==> config.mk <==
export PLATFORM = sky130hd
export DESIGN_NAME = gpr_file_sb
export DESIGN_NICKNAME = d
export VERILOG_FILES = /design/src/rtl/gpr_pkg.sv /design/src/rtl/gpr_scoreboard.sv /design/src/rtl/gpr_file_sb.sv
export SDC_FILE = /design/constraint.sdc
export NUM_CORES = 2
export LEC_CHECK = 0
export CAP_MARGIN = 20
export CELL_PAD_IN_SITES_DETAIL_PLACEMENT = 0
export CELL_PAD_IN_SITES_GLOBAL_PLACEMENT = 2
export CORE_ASPECT_RATIO = 1.4
export CORE_MARGIN = 5
export CORE_UTILIZATION = 46
export DETAILED_ROUTE_END_ITERATION = 8
export PLACE_DENSITY_LB_ADDON = 0.1
export SYNTH_ARGS = -nofsm -noshare
export SYNTH_HDL_FRONTEND = slang
export SYNTH_HIERARCHICAL = 1
export SYNTH_SLANG_ARGS = --single-unit
==> constraint.sdc <==
create_clock -name clk -period 46.5 [get_ports clk]
set_clock_uncertainty 0.1 [all_clocks]
set_input_delay 9.3 -clock clk [delete_from_list [all_inputs] [get_ports clk]]
set_output_delay 9.3 -clock clk [all_outputs]
set_load 0.02 [all_outputs]
==> src/rtl/gpr_pkg.sv <==
// Shared constants, write-kind encoding and bus-slice helpers for the GPR file.
package gpr_pkg;

  localparam int unsigned GPR_DATA_W  = 32;
  localparam int unsigned GPR_ADDR_W  = 5;
  localparam int unsigned REG_ZERO    = 0;
  localparam int unsigned GPR_OVF_REG = 30;
  localparam int unsigned GPR_OVF_BIT = 0;

  typedef enum logic [1:0] {
    WR_NONE,
    WR_NORMAL,
    WR_OVF
  } wr_kind_e;

  function automatic int unsigned addr_lo(input int unsigned port, input int unsigned addr_w);
    return port * addr_w;
  endfunction

  function automatic int unsigned data_lo(input int unsigned port, input int unsigned data_w);
    return port * data_w;
  endfunction

endpackage

==> src/rtl/gpr_scoreboard.sv <==
// Per-register pending bits: set at issue, cleared at writeback, set wins on a tie.
module gpr_scoreboard
  import gpr_pkg::*;
#(
  parameter int unsigned ADDR_W = GPR_ADDR_W,
  parameter int unsigned NUM_RD = 2
) (
  input  logic                     clk,
  input  logic                     reset,
  input  logic                     clr_en,
  input  logic [ADDR_W-1:0]        clr_addr,
  input  logic                     set_en,
  input  logic [ADDR_W-1:0]        set_addr,
  input  logic [NUM_RD*ADDR_W-1:0] look_addr,
  output logic [NUM_RD-1:0]        look_pend
);

  localparam int unsigned DEPTH = 2 ** ADDR_W;

  logic [DEPTH-1:0] pend;
  logic [DEPTH-1:0] pend_next;

  always_comb begin
    pend_next = pend;
    if (clr_en) pend_next[clr_addr] = 1'b0;
    if (set_en) pend_next[set_addr] = 1'b1;
    pend_next[0] = 1'b0;
  end

  always_ff @(posedge clk or posedge reset) begin
    if (reset) pend <= '0;
    else       pend <= pend_next;
  end

  for (genvar g = 0; g < NUM_RD; g++) begin : g_look
    assign look_pend[g] = pend[look_addr[addr_lo(g, ADDR_W) +: ADDR_W]];
  end

endmodule

==> src/rtl/gpr_file_sb.sv <==
// General-purpose register file with overflow-trap write rule and RAW scoreboard.
// Optional same-cycle write forwarding when GPR_BYPASS_EN is defined.
module gpr_file_sb
  import gpr_pkg::*;
#(
  parameter int unsigned DATA_W  = GPR_DATA_W,
  parameter int unsigned ADDR_W  = GPR_ADDR_W,
  parameter int unsigned NUM_RD  = 2,
  parameter int unsigned OVF_REG = GPR_OVF_REG,
  parameter int unsigned OVF_BIT = GPR_OVF_BIT
) (
  input  logic                     clk,
  input  logic                     reset,
  input  logic                     wr_en,
  input  logic [ADDR_W-1:0]        wr_addr,
  input  logic [DATA_W-1:0]        wr_data,
  input  logic                     overflow,
  input  logic                     sb_set,
  input  logic [ADDR_W-1:0]        sb_addr,
  input  logic [NUM_RD*ADDR_W-1:0] rd_addr,
  output logic [NUM_RD*DATA_W-1:0] rd_data,
  output logic [NUM_RD-1:0]        rd_pos,
  output logic [NUM_RD-1:0]        rd_pend
);

  localparam int unsigned DEPTH = 2 ** ADDR_W;

  logic [DATA_W-1:0] regs [DEPTH];
  wr_kind_e          wr_kind;
  logic [NUM_RD-1:0] sb_pend;

  always_comb begin
    wr_kind = WR_NONE;
    if (wr_en) begin
      if (overflow)                        wr_kind = WR_OVF;
      else if (wr_addr != ADDR_W'(REG_ZERO)) wr_kind = WR_NORMAL;
    end
  end

  always_ff @(posedge clk or posedge reset) begin
    if (reset) begin
      for (int unsigned i = 0; i < DEPTH; i++) regs[i] <= '0;
    end else begin
      unique case (wr_kind)
        WR_NORMAL: regs[wr_addr] <= wr_data;
        WR_OVF:    regs[OVF_REG][OVF_BIT] <= 1'b1;
        default:   ;
      endcase
    end
  end

  gpr_scoreboard #(
    .ADDR_W (ADDR_W),
    .NUM_RD (NUM_RD)
  ) u_sb (
    .clk       (clk),
    .reset     (reset),
    .clr_en    (wr_en),
    .clr_addr  (wr_addr),
    .set_en    (sb_set),
    .set_addr  (sb_addr),
    .look_addr (rd_addr),
    .look_pend (sb_pend)
  );

  for (genvar g = 0; g < NUM_RD; g++) begin : g_rd
    logic [ADDR_W-1:0] ra;
    logic [DATA_W-1:0] stored;
    logic [DATA_W-1:0] data;
    logic              pend;

    assign ra     = rd_addr[addr_lo(g, ADDR_W) +: ADDR_W];
    assign stored = (ra == ADDR_W'(REG_ZERO)) ? '0 : regs[ra];

`ifdef GPR_BYPASS_EN
    // Forwarded pending reflects the post-edge scoreboard: retire clears, a same-cycle issue re-sets.
    always_comb begin
      data = stored;
      pend = sb_pend[g];
      if (wr_kind == WR_NORMAL && wr_addr == ra) begin
        data = wr_data;
        pend = sb_set && (sb_addr == ra);
      end else if (wr_kind == WR_OVF && ra == ADDR_W'(OVF_REG) && ra != ADDR_W'(REG_ZERO)) begin
        data[OVF_BIT] = 1'b1;
      end
    end
`else
    assign data = stored;
    assign pend = sb_pend[g];
`endif

    assign rd_data[data_lo(g, DATA_W) +: DATA_W] = data;
    assign rd_pos[g]  = !data[DATA_W-1] && (data != '0);
    assign rd_pend[g] = pend;
  end

endmodule

==> impl_metrics.toml <==
[run_status]
status = "finished clean"

[route]
drcViolationCount = 0
wl_um = 202900
viasPerCell = 6.748
wl_per_cell_um = 36.78
drt_pass1_iterations = 5
vias = 37220
ant_nets = 0
drt_iter0_drc = 3437

[placed_design]
hpwl_um = 117200
place_inst = 5302
gp_congestion = 0.8158
portBuffers = 124
place_ws_ns = 21.98
placed_cell_area_mm2 = 0.05888

[cells_and_area]
area_delta_synth_final_pct = 11.31
fin_nets = 3860
instances_no_fill = 5516
drive_above_1_share_pct = 47.77
final_core_util_pct = 51.33
postLayoutCellArea_mm2 = 0.06277

[timing]
fin_crit_ns = 24.51
relSlewSlack_pct = 19.74
tns_ns = 0
fin_hold_ws_ns = 0.3002
hold_viol_final = 0
rsz0062_at_grt = "false"
setup_slack_ns = 21.99
worst_pin_slew_ns = 1.204
finalSetupViolations = 0
fmax_mhz = 40.81
min_period_over_period_pct = 52.70
slew_viol_final = 0

[floorplan]
dieArea_mm2 = 0.1298
fp.dieH_um = 424.3
start_util_pct = 46.11
fp.dieW_um = 305.9
ios = 125
num_rows = 152
fp.coreArea_mm2 = 0.1223

[yosys]
synth_xor_area_share_pct = 0
ys_ff_latch = 1055
synth.cell_area_mm2 = 0.05639
synth_top_area_share_pct = 46.82
async_flop_share_pct = 100.0
synth_edf_count = 0
synthAdderAreaFrac_pct = 0
yosysMostFrequentCell = "dfrtp_1"
yosys.cell_types.count = 65
yosys.area_share.simple_pct = 3.384
synth_area_leader_cell = "dfrtp_1"
syn_nets = 3935
synthFlopType = "dfrtp_1"
synth_compound_area_share_pct = 4.624
yosysWarnings = 6
yosysSeqAreaShare_pct = 46.82
postSynthCellCount = 3878
synth_common_cells = "dfrtp_1 (1055), mux2_2 (1039), mux4_2 (454)"
synth_area_leaders = "dfrtp_1 (47%), mux2_2 (21%), mux4_2 (18%), mux2i_1 (2.7%), clkbuf_1 (1.7%)"
synth.avg_cell_area_um2 = 14.54
synth_top_family_by_area = "multiplexers"
muxShareOfSynthArea_pct = 41.62

[worst_setup_path]
critical_path.slowest_cell = "buf_4"
crit_required_ns = 37.10
slowest_delay_ns = 0.74
worstSetupEndpointType = "output port"
crit_chain = "buf_8 > buf_4 > buf_4 > mux4_2 > mux2i_1 > o2111a_1 > nor4_1 > or4_1 > nor4_1 > a31oi_1 > clkdlybuf4s50_1"
cp-start-kind = "input pin"
crit_type = "in -> out"
critPathTopFamily = "buffers and inverters"
crit_buf_inv = 4
arrival_ns = 15.11
path_max_fanout = 65
rrSetupSlack_ns = 45.46

[global_routing]
grt_pass1_vias = 40340
grt-busiest-layer = "met2"
met3_usage_pct = 6.152
use_met1_pct = 40.32
grt_use_met2_pct = 51.40
grtUsageTotal_pct = 31.08
globalRouteOverflowTotal = 0
antenna_found_initial = 8
grt_pass1_wl_um = 294100
grt_max_degree = 193

[clocking]
ctsHoldBuffers = 0
post_cts_resized = 0
clockBufferDepth = 3
numCtsBuffers = 111
cts.root.buffer_cell = "clkbuf_16"
clk_latency_ns = 0.71
cts_setup_buffers = 0
clkSlewWorstSetupHoldPaths_ns = 0.06
cts_tree = "built"
clock-sinks = 1055
htreeDepth = 3

[power]
p_leak_nw = 27.48
ir_drop_uv = 29.56
power_density_mw_per_mm2 = 39.87
finalPower_mw = 2.502

[job]
max-cap-violations = 0

[worst_hold_path]
min_path_type = "reg -> reg"
-- routing by layer --
layer,wire [um],vias up,part of all wire [%]
met5,0,-,0
met4,9507,0,4.7
met3,13900,416,6.8
met2,99180,1497,49
met1,80280,20510,40
li1,-,14800,-
-- worst paths after layout --
kind / depth (start not counted) / from / endpoint
hold reg to reg: 0 / regs[1007] / regs[1007]
setup reg to reg: 2 / regs[32] / regs[32]
min in group asynchronous: 2 / reset / u_sb/pend[6]
hold / removal: 0 / regs[1007] / regs[1007]
max in group asynchronous: 6 / reset / regs[494]
setup / recovery: 11 / rd_addr[5] / rd_pos[1]
-- where the power goes --
group	switching (mW)	internal [mW]	leakage (nW)
clock network	0.388	0.536	1.84
registers	0.0916	1.04	14.0
logic	0.206	0.241	11.6
-- cell usage in the layout, fill, tap and decap left out, types with 14 or more instances in the layout --
| cell type | n |
|---|---|
| dfrtp_1 | 1055 |
| a211oi_1 | 19 |
| nand3b_1 | 14 |
| nand2_1 | 153 |
| o221ai_1 | 37 |
| mux2i_1 | 152 |
| buf_4 | 102 |
| clkinv_2 | 19 |
| and3_1 | 31 |
| nor4_1 | 25 |
| nor2_4 | 17 |
| clkbuf_8 | 28 |
| mux4_2 | 454 |
| a21oi_1 | 29 |
| nand3_1 | 19 |
| clkdlybuf4s50_1 | 114 |
| o2111a_1 | 26 |
| o21ai_0 | 67 |
| a22oi_1 | 39 |
| mux2_2 | 1039 |
| clkbuf_1 | 26 |
| o22ai_1 | 37 |
| nor2_1 | 26 |
| a221oi_1 | 17 |
| clkbuf_16 | 114 |
-- registers in the layout, summed over array words and instances, names as in the netlist --
register   count
regs        1024
u_sb/pend     31
-- layout make-up --
type	count	area, um2
Fill cell	10200	59520
Tap cell	1617	2023
Sequential cell	1055	26400
Antenna cell	5	12.51
Multi-Input combinational cell	2386	28260
Timing Repair Buffer	237	2278
Clock buffer	166	3286
Inverter	12	52.55
Clock inverter	38	455.4
-- cell families after synthesis --
| kind of cell | after synthesis |
|---|---|
| compound gates | 354 |
| mux | 1647 |
| simple gates | 385 |
| flops | 1055 |
| buf+inv | 437 |
Power figures use the tool's default switching activity.
